$ cat config.mk
export PLATFORM = sky130hd
export DESIGN_NAME = traffic_phase_ctrl
export DESIGN_NICKNAME = d
export VERILOG_FILES = /design/src/rtl/traffic_phase_ctrl.sv
export SDC_FILE = /design/constraint.sdc
export NUM_CORES = 1
export LEC_CHECK = 0
export CAP_MARGIN = 20
export CELL_PAD_IN_SITES_DETAIL_PLACEMENT = 0
export CELL_PAD_IN_SITES_GLOBAL_PLACEMENT = 1
export CORE_MARGIN = 5
export CORE_UTILIZATION = 30
export CTS_BUF_LIST = sky130_fd_sc_hd__clkbuf_2 sky130_fd_sc_hd__clkbuf_4 sky130_fd_sc_hd__clkbuf_8
export DETAILED_ROUTE_END_ITERATION = 10
export PLACE_DENSITY = 0.79
export SYNTH_ARGS = -nofsm -noshare
export SYNTH_HDL_FRONTEND = slang
export SYNTH_SLANG_ARGS = --single-unit
$ cat constraint.sdc
create_clock -name clk_in -period 2.6 [get_ports clk_in]
set_clock_uncertainty 0.15 [all_clocks]
set_input_delay 0.26 -clock clk_in [delete_from_list [all_inputs] [get_ports clk_in]]
set_output_delay 0.26 -clock clk_in [all_outputs]
set_load 0.02 [all_outputs]
$ cat src/rtl/traffic_phase_ctrl.sv
// Tick-driven traffic-light phase sequencer for a main road and a side road.
// Optional pedestrian WALK phase is compiled in when PED_WALK_EN is defined.
module traffic_phase_ctrl #(
    parameter int TIMERWIDTH       = 4,
    parameter int MAIN_GREEN_TICKS = 10,
    parameter int SIDE_GREEN_TICKS = 5,
    parameter int YELLOW_TICKS     = 2,
    parameter int ALLRED_TICKS     = 1,
    parameter int WALK_TICKS       = 4
) (
    input  logic                  clk_in,
    input  logic                  rst_in,
    input  logic                  tick_in,
    input  logic                  ped_req_in,
    output logic [2:0]            main_light_out,
    output logic [2:0]            side_light_out,
    output logic                  walk_out,
    output logic [2:0]            state_out,
    output logic [TIMERWIDTH-1:0] remaining_out
);

    typedef enum logic [2:0] {
        ALLRED_A    = 3'd0,
        MAIN_GREEN  = 3'd1,
        MAIN_YELLOW = 3'd2,
        ALLRED_B    = 3'd3,
        SIDE_GREEN  = 3'd4,
        SIDE_YELLOW = 3'd5,
        WALK        = 3'd6
    } state_t;

    // A duration of 0 behaves like 1, so the reload value saturates at zero.
    function automatic logic [TIMERWIDTH-1:0] load_val(input int ticks);
        if (ticks <= 1) begin
            return {TIMERWIDTH{1'b0}};
        end else begin
            return TIMERWIDTH'(ticks - 1);
        end
    endfunction

    localparam logic [TIMERWIDTH-1:0] L_ALLRED = load_val(ALLRED_TICKS);
    localparam logic [TIMERWIDTH-1:0] L_MAIN   = load_val(MAIN_GREEN_TICKS);
    localparam logic [TIMERWIDTH-1:0] L_SIDE   = load_val(SIDE_GREEN_TICKS);
    localparam logic [TIMERWIDTH-1:0] L_YELLOW = load_val(YELLOW_TICKS);
    localparam logic [TIMERWIDTH-1:0] L_WALK   = load_val(WALK_TICKS);

    function automatic logic [TIMERWIDTH-1:0] reload(input state_t s);
        case (s)
            MAIN_GREEN:  return L_MAIN;
            MAIN_YELLOW: return L_YELLOW;
            SIDE_GREEN:  return L_SIDE;
            SIDE_YELLOW: return L_YELLOW;
            WALK:        return L_WALK;
            default:     return L_ALLRED;
        endcase
    endfunction

    // Packed as {main[2:0], side[2:0], walk}; lamps are {red, yellow, green}.
    function automatic logic [6:0] decode(input state_t s);
        case (s)
            MAIN_GREEN:  return {3'b001, 3'b100, 1'b0};
            MAIN_YELLOW: return {3'b010, 3'b100, 1'b0};
            SIDE_GREEN:  return {3'b100, 3'b001, 1'b0};
            SIDE_YELLOW: return {3'b100, 3'b010, 1'b0};
            WALK:        return {3'b100, 3'b100, 1'b1};
            default:     return {3'b100, 3'b100, 1'b0};
        endcase
    endfunction

    state_t                  r_state;
    logic [TIMERWIDTH-1:0]   r_timer;
    logic [6:0]              r_lights;
    state_t                  w_state_nxt;
    state_t                  w_seq_nxt;
    logic [TIMERWIDTH-1:0]   w_timer_nxt;
    logic                    w_ped_eff;
    logic                    w_illegal;

`ifdef PED_WALK_EN
    logic r_pend;
    logic w_enter_walk;

    assign w_ped_eff    = r_pend | ped_req_in;
    assign w_enter_walk = (w_state_nxt == WALK) && (r_state != WALK);

    // Pending request latch; a request seen while entering WALK is consumed by it.
    always_ff @(posedge clk_in) begin
        if (rst_in) begin
            r_pend <= 1'b0;
        end else if (w_enter_walk) begin
            r_pend <= 1'b0;
        end else begin
            r_pend <= w_ped_eff;
        end
    end

    assign walk_out = r_lights[0];
`else
    logic [1:0] w_unused;

    assign w_ped_eff = 1'b0;
    assign w_unused  = {ped_req_in, r_lights[0]};
    assign walk_out  = 1'b0;
`endif

    // Phase sequencing and down-counter next-state logic.
    always_comb begin
        case (r_state)
            ALLRED_A:    w_seq_nxt = MAIN_GREEN;
            MAIN_GREEN:  w_seq_nxt = MAIN_YELLOW;
            MAIN_YELLOW: w_seq_nxt = ALLRED_B;
            ALLRED_B:    w_seq_nxt = w_ped_eff ? WALK : SIDE_GREEN;
            SIDE_GREEN:  w_seq_nxt = SIDE_YELLOW;
            SIDE_YELLOW: w_seq_nxt = ALLRED_A;
            WALK:        w_seq_nxt = SIDE_GREEN;
            default:     w_seq_nxt = ALLRED_A;
        endcase
        w_illegal   = (3'(r_state) == 3'd7);
        w_state_nxt = r_state;
        w_timer_nxt = r_timer;
        if (w_illegal) begin
            w_state_nxt = ALLRED_A;
            w_timer_nxt = L_ALLRED;
        end else if (tick_in && (r_timer != {TIMERWIDTH{1'b0}})) begin
            w_timer_nxt = r_timer - {{(TIMERWIDTH-1){1'b0}}, 1'b1};
        end else if (tick_in) begin
            w_state_nxt = w_seq_nxt;
            w_timer_nxt = reload(w_seq_nxt);
        end else begin
            w_state_nxt = r_state;
        end
    end

    // State, timer and lamp registers; lamps follow the state they accompany.
    always_ff @(posedge clk_in) begin
        if (rst_in) begin
            r_state  <= ALLRED_A;
            r_timer  <= L_ALLRED;
            r_lights <= decode(ALLRED_A);
        end else begin
            r_state  <= w_state_nxt;
            r_timer  <= w_timer_nxt;
            r_lights <= decode(w_state_nxt);
        end
    end

    assign main_light_out = r_lights[6:4];
    assign side_light_out = r_lights[3:1];
    assign state_out      = 3'(r_state);
    assign remaining_out  = r_timer;

endmodule

Word level (Yosys, flattened, before mapping)
Index checks and enable logic that the tools add are counted.

operators by class
  $add $sub $neg = 1
  eq/ne operators = 16
  muxes and demuxes = 8
  reduce and logical (&&, ||, !) cells = 7

operators by type and width
  cell                                                                   number
  7-bit case mux with 5 select lines                                     1
  3-bit equality test, second input constant                             9
  4-bit case mux with 4 select lines                                     1
  3-bit case mux with 5 select lines                                     1
  3-bit by 2-bit equality test with 1-bit output, second input constant  4
  3-bit by 1-bit equality test with 1-bit output, second input constant  3
  3-bit 2-to-1 mux                                                       3
  4-bit 2-to-1 mux                                                       2
  2-bit OR reduction                                                     3
  4-bit nonzero test                                                     1
  4-bit by 1-bit subtractor with 4-bit output, second input constant     1
  3-bit logical NOT                                                      1
  2-bit nonzero test                                                     1
  1-bit logical AND                                                      1

storage, ports and cells
  input bits = 4
  output and inout bits = 14
  word-level logic and storage cells = 35
  bits in registers = 14

Longest topological paths before layout
Gate-level depths: netlist of the first run.

  depth after elaboration = 8
  gate-level depth with buffers = 6
  mapped depth without buffers = 6

Worst setup path before layout of the first run
No wires, ideal clock.

  kind = flip-flop to flip-flop
  from = reg r_state[2], in the netlist state_out[2]
  to = reg r_timer[0], in the netlist remaining_out[0]
  cell stages (with the launch flop) = 7
  arrival = 1.582 ns
  slack = 0.737 ns
  required time = 2.320 ns
  path buffers = 1
  period minus slack after synthesis = 1.863 ns
  setup time = 0.130 ns
  path through = dfxtp_1 -> clkbuf_1 -> a21oi_1 -> inv_1 -> ha_1 -> o41ai_1 -> a211oi_1

on the way
  word-level cells in the longest chain between the ends = 8
  elaborated cells on any way between the ends = 19
  classes of those cells = eq/ne (11); mux (4); reduce/logical (4)

RTL lines
  element                                                                                RTL line  text
  start, declared                                                                        70        state_t r_state;
  start signal, assigned                                                                 141       r_state <= w_state_nxt;
  3-bit equality test or 3-bit by 2-bit equality test with 1-bit output (tied branches)  108       case (r_state)
  2-bit OR reduction (no source line)                                                    n/a
  3-bit case mux with 5 select lines                                                     108
  3-bit equality test or 3-bit by 2-bit equality test with 1-bit output (tied branches)  48        case (s)
  2-bit OR reduction (no source line)                                                    n/a
  4-bit case mux with 4 select lines                                                     48
  4-bit 2-to-1 mux                                                                       126       end else if (tick_in) begin
  4-bit 2-to-1 mux                                                                       124       end else if (tick_in && (r_timer != {TIMERWIDTH{1'b0}})) begin
  end signal, assigned                                                                   142       r_timer <= w_timer_nxt;
  end, declared                                                                          71        logic [TIMERWIDTH-1:0] r_timer;

Parallel ways exist; a longest one is shown, timed or not. The select of a mux whose other input is x is not followed.
A chain may end at the register's enable or synchronous reset.

Worst setup path after layout of the first run
  from = reg r_state[2], in the netlist state_out[2]
  to = out state_out[2]

RTL lines
  element        RTL line  text
  end, declared  18        output logic [2:0] state_out,

No word-level cell between the ends.

==> metrics.txt, run 1 <==
outcome=finished clean; Internal Power=roughly 400 µW; Mapped Cells=81; Clk pwr share=between 20% and 30%; cts hold-fix bufs=0; max-slew violations=0; Synth area leader=dfxtp_1; unrepaired setup endpoints after global routing=false; Max clock buf depth=2; first-pass GRT wire length=approximately 2700 µm; Initial Util=30.5%; Final min period=2.02 ns; drt initial violations=31; # H-tree levels=1; flop and latch count out of synthesis=13; area delta synth->final=24.9%; vias in the first global route=roughly 610; Residual DRC=0; critical path class=reg -> out; Crit path arrival time=1.61 ns; CP Launch Type=register; IO buf count=15; setup TNS=0 ns; Post-Layout Cell Count=approximately 120; post-CTS sizing=0; routability cong.=between 0.7 and 0.8; top_reg_cell synth=dfxtp_1; Crit-path slowest cell=clkdlybuf4s50_1; final setup violation count=0; WP buf/inv=1; DRT Wirelength=about 1500 µm; Comb power frac=about a third; register area share after synthesis=35.4%; core box area=approximately 2400 µm²; grt ovf=0; EDFF count, synth=0; Clk pin slew, worst setup/hold paths=around 0.08 ns; Ys Warns=0; Clock Tree Root=clkbuf_4; Cell variety after synth=40; Vias/cell=just under 5; TritonCTS clock tree=yes; WL/cell=~12 µm; syn_area_per_cell=about 9.1 µm²; Async S/R FF share, synth=0%; largest net degree at the start of global routing=16; Leakage=between 0.0003 and 0.0004 µW; clock sinks=13; Sw Pwr=about 210 µW; Synth Cell Area=734 µm²; Synth top area share=35.4%; Fmax=~500 MHz; TritonCTS buffer count=3; period utilization=slightly below 80%; DIE WIDTH=between 50 and 60 µm; crit end category=primary output; Critical Path RT=2.19 ns; share of power burned in registers=41.8%; leading post-synthesis cells by cell area=dfxtp_1 35%, ha_1 6.8%, a21oi_1 4.1%, nand2_1 3.1%, inv_1 2.6%; Syn Nets=89; worst-path cell chain=clkdlybuf4s50_1; maximum VDD drop=0.448 mV; DRT Pass-1 Iters=4; post-CTS setup buffer count=0; FP Rows=18; share of cells above drive strength 1=under 10%; Via Count=610; Inst Count DP=120; critical-path maximum fanout=15; die height=59.5 µm; Antenna Cells=0; pwr dens=~660 nW/µm²; Top delay family on crit path=buffers and inverters; latest clock arrival within the worst-skew pair=about 0.28 ns; die area=~3500 µm²; Final ANT Viol Nets=0; fin nets=between 100 and 150; hold crit path type=reg -> reg; initial antenna violation count=0; MaxCap Viol Count=0; Final Hold Fails=0; Slowest Stage Delay on Critical Path=approximately 0.7 ns; HPWL after DPL=1040 µm; Net Sw Frac=35.0%; IO Pins=18; all-layer global routing usage=9.94%; # fillers=238
-- sequential cells by signal, indices dropped and copies added (netlist names) --
name	cells
r_lights	6
remaining_out	4
state_out	3
-- power by group through the flow --
stage | Sequential, µW | Combinational (µW) | Clock (µW)
4_1_cts | 254 | 215 | 145
3_5_place_dp | 258 | 213 | 0
2_1_floorplan | 274 | 132 | 0
6_report | 254 | 214 | 139
5_1_grt | 259 | 237 | 158
3_3_place_gp | 258 | 212 | 0
-- worst paths after layout --
path | from | end | slack, ns | cells past startpoint
max | state_out[2]$_SDFF_PP0_ | state_out[2] | 0.58 | 1
min | remaining_out[0]$_SDFFE_PP0P_ | remaining_out[0]$_SDFFE_PP0P_ | 0.37 | 2
max reg2reg | state_out[0]$_SDFF_PP0_ | remaining_out[0]$_SDFFE_PP0P_ | 0.65 | 5
min reg2reg | remaining_out[0]$_SDFFE_PP0P_ | remaining_out[0]$_SDFFE_PP0P_ | 0.37 | 2
-- placed cells by master (no fill, tap or decap), types with 2 or more instances in the layout --
cell and instances:
clkdlybuf4s50_1 15, o21ai_0 2, nand2b_1 3, inv_1 5, clkbuf_4 4, a211oi_1 2, nand3b_1 2, dfxtp_1 13
ha_1 4, xnor2_1 2, nand2_1 6, a31o_2 2, a21oi_1 6, nor2_1 4
-- cell usage after synthesis, drive strengths merged (2+ instances only) --
cell,instances
clkbuf,3
a31o,2
nor4b,2
a211oi,2
o21ai,2
nand2b,3
xnor2,2
nand3b,2
buf,3
ha,4
dfxtp,13
a21oi,6
inv,5
nand2,6
nor2,4
-- layer usage --
metal	global-route usage [%]	vias up	share of wire [%]
li1	-	314	-
met4	2.91	0	0.74
met5	0	-	0
met1	13.3	274	50
met2	14.4	19	41
met3	4.36	3	7.9
-- cell families (layout without fill, tap and decap cells) --
logic type / after synthesis / after routing / share of synthesized area [%]
compound gates: 20 / 20 / 18.7
flops: 13 / 13 / 35.4
other cells: 1 / 1 / 0.511
simple gates: 27 / 27 / 24.2
mux: 2 / 2 / 3.41
xor+xnor: 3 / 3 / 3.58
fa+ha+maj: 4 / 4 / 6.81
buf+inv: 11 / 24 / 7.33
-- through the flow --
stage | util [%] | hold WS, ns | setup slack (ns) | cell area [µm²] | power [µW]
2_1_floorplan | - | 0.261 | 0.737 | 734 | 406
3_3_place_gp | 36.8 | 0.358 | 0.562 | 887 | 470
3_5_place_dp | 36.8 | 0.366 | 0.539 | 887 | 471
4_1_cts | 38.1 | 0.381 | 0.567 | 917 | 615
5_1_grt | 38.1 | 0.439 | 0.467 | 917 | 655
6_report | 38.1 | 0.373 | 0.580 | 917 | 606
-- cell type report --
| cell class | count | area, µm² | share of cell area [%] |
|---|---|---|---|
| flip-flops and latches | 13 | 260 | 28.4 |
| clock buffers | 4 | 30.0 | 3.27 |
| inverters | 5 | 18.8 | 2.05 |
| well taps | 30 | 37.5 | 4.09 |
| repair buffers | 15 | 150 | 16.4 |
| multi-input cells | 57 | 420 | 45.8 |
No activity file was read; power rests on OpenSTA's default activity.
==> inputs of run 2 (changes only) <==
--- a/config.mk
+++ b/config.mk
@@ -12,7 +12,7 @@
 export CORE_UTILIZATION = 30
 export CTS_BUF_LIST = sky130_fd_sc_hd__clkbuf_2 sky130_fd_sc_hd__clkbuf_4 sky130_fd_sc_hd__clkbuf_8
 export DETAILED_ROUTE_END_ITERATION = 10
-export PLACE_DENSITY = 0.79
+export PLACE_DENSITY = 0.82
 export SYNTH_ARGS = -nofsm -noshare
 export SYNTH_HDL_FRONTEND = slang
 export SYNTH_SLANG_ARGS = --single-unit
==> constraint.sdc (replaced) <==
create_clock -name clk_in -period 1.85 [get_ports clk_in]
set_clock_uncertainty 0.15 [all_clocks]
set_input_delay 0.185 -clock clk_in [delete_from_list [all_inputs] [get_ports clk_in]]
set_output_delay 0.185 -clock clk_in [all_outputs]
set_load 0.02 [all_outputs]
==> run 2 against run 1 <==
  * Die area unchanged
  * Total power grew 48%
  * Critical path depth is the same
  * Utilization increased by 3.3 points
  * Combinational power rose by 64%
  * Sequential power is 38% higher
  * Register-to-register slack lost 0.48 ns
  * Sequential share of layout area shrank 2.0 points
  * Hold slack worse by 0.014 ns
  * Critical endpoint is now remaining_out[2]
  * Largest power group unchanged
==> metrics.txt, run 2 (same netlist as run 1, synthesis figures left out) <==
TritonCTS clock tree=yes; maximum VDD drop=0.368 mV; cts hold-fix bufs=0; Critical Path RT=roughly 1.5 ns; pwr dens=around 900 nW/µm²; first-pass GRT wire length=2900 µm; latest clock arrival within the worst-skew pair=roughly 0.28 ns; Core Util, Final=41.4%; core box area=2410 µm²; Crit path arrival time=approximately 1.4 ns; hold crit path type=reg -> reg; IO buf count=15; clock sinks=13; Fmax=slightly below 600 MHz; DRT Wirelength=1630 µm; period utilization=between 90% and 100%; Hold Startpoint=state_out[1]$_SDFF_PP0_; crit end category=primary output; FP Rows=18; critical path class=reg -> out; Antenna Cells=0; vias in the first global route=roughly 670; HPWL after DPL=approximately 1300 µm; die height=just under 60 µm; critical-path maximum fanout=7; Max clock buf depth=2; area delta synth->final=35.8%; Leakage=between 0.0004 and 0.0005 µW; worst hold slack=~0.36 ns; TritonCTS buffer count=3; WP buf/inv=1; largest net degree at the start of global routing=11; Overall Power=about 900 µW; Post-Layout Cell Count=134; Reg2Reg Setup Slack=between 0.15 and 0.2 ns; DIE WIDTH=~59 µm; unrepaired setup endpoints after global routing=false; die area=3540 µm²; Slowest Stage Delay on Critical Path=0.66 ns; initial antenna violation count=0; Clk pin slew, worst setup/hold paths=around 0.080 ns; Initial Util=30.5%; Vias/cell=around 4.9; max FFs per register=6; setup TNS=0 ns; Final min period=roughly 1.7 ns; Clock Tree Root=clkbuf_4; reg2reg end=r_lights[3]$_SDFF_PP1_; CP Launch Type=register; final setup violation count=0; most frequent cells in the layout=14 x clkdlybuf4s50_1, 11 x dfxtp_1, 10 x buf_4, 6 x nand2_1; fin nets=approximately 110; Residual DRC=0; Via Count=about 660; routability cong.=0.814; outcome=finished clean; grt ovf=0; reg2reg start=remaining_out[0]$_SDFFE_PP0P_; most common cell after layout, fill and taps aside=clkdlybuf4s50_1; WL/cell=around 12 µm; drt initial violations=4; post-CTS setup buffer count=0; WHS Endpoint=state_out[1]$_SDFF_PP0_; Inst Count DP=130; share of cells above drive strength 1=21.2%; IO Pins=18; Final Hold Fails=0; Final ANT Viol Nets=0; Crit-path slowest cell=clkdlybuf4s50_1; all-layer global routing usage=around 11%; worst-path cell chain=clkdlybuf4s50_1; reg2reg path depth=5; post-CTS sizing=1; WHS Path Cells=2; # H-tree levels=1; Top delay family on crit path=buffers and inverters; Largest Register=r_lights; max-slew violations=0; DRT Pass-1 Iters=2; MaxCap Viol Count=0
-- run 2: cell count changes in the layout (fill, tap and decap cells not counted), sizes merged --
cell           delta
buf              +10
dlygate4sd2       +1
clkdlybuf4s50     -1
-- run 2: worst register-to-register path, cell delays in order (launching register included) --
cell      delay [ns]
dfxtp_1         0.34
inv_1           0.09
ha_1            0.17
and4bb_1        0.41
nand2_1         0.16
a31o_2          0.25
-- run 2: worst max path at each step --
stage / start / end / slack (ns) / cells past startpoint
floorplan: state_out[1]$_SDFF_PP0_ / remaining_out[0]$_SDFFE_PP0P_ / 0.003 / 6
global placement: tick_in / r_lights[3]$_SDFF_PP1_ / 0.11 / 4
detailed placement: tick_in / remaining_out[3]$_SDFFE_PP0P_ / 0.09 / 5
CTS: remaining_out[2]$_SDFFE_PP0P_ / remaining_out[2] / 0.11 / 1
global route: remaining_out[0]$_SDFFE_PP0P_ / remaining_out[3]$_SDFFE_PP0P_ / 0.002 / 6
finish: remaining_out[2]$_SDFFE_PP0P_ / remaining_out[2] / 0.12 / 1
-- run 2: where the power goes --
group	internal (µW)	total [µW]	switching (µW)
logic	178	351	174
clock network	98.4	197	98.3
registers	314	351	37.8
total	590	899	310
-- run 2: final cells by class --
class | instances | area, µm²
Inverter | 5 | 18.8
Multi-Input combinational cell | 57 | 424
Sequential cell | 13 | 263
Timing Repair Buffer | 25 | 224
Clock buffer | 4 | 30.0
Fill cell | 246 | 1410
Tap cell | 30 | 37.5
-- run 2: per-layer routing --
| metal | wire [µm] | GRT usage, % | up-vias | share of wire (%) |
|---|---|---|---|---|
| met3 | 71 | 0.654 | 5 | 4.3 |
| met4 | 53 | 7.77 | 0 | 3.2 |
| li1 | - | - | 336 | - |
| met1 | 745 | 13.2 | 301 | 46 |
| met2 | 763 | 17.6 | 14 | 47 |
| met5 | 0 | 0 | - | 0 |
-- run 2: metrics by stage --
stage,setup slack [ns],area (µm²)
CTS,0.113,991
floorplan,0.00263,736
detailed placement,0.0906,962
global placement,0.113,962
global route,0.00172,997
finish,0.115,997
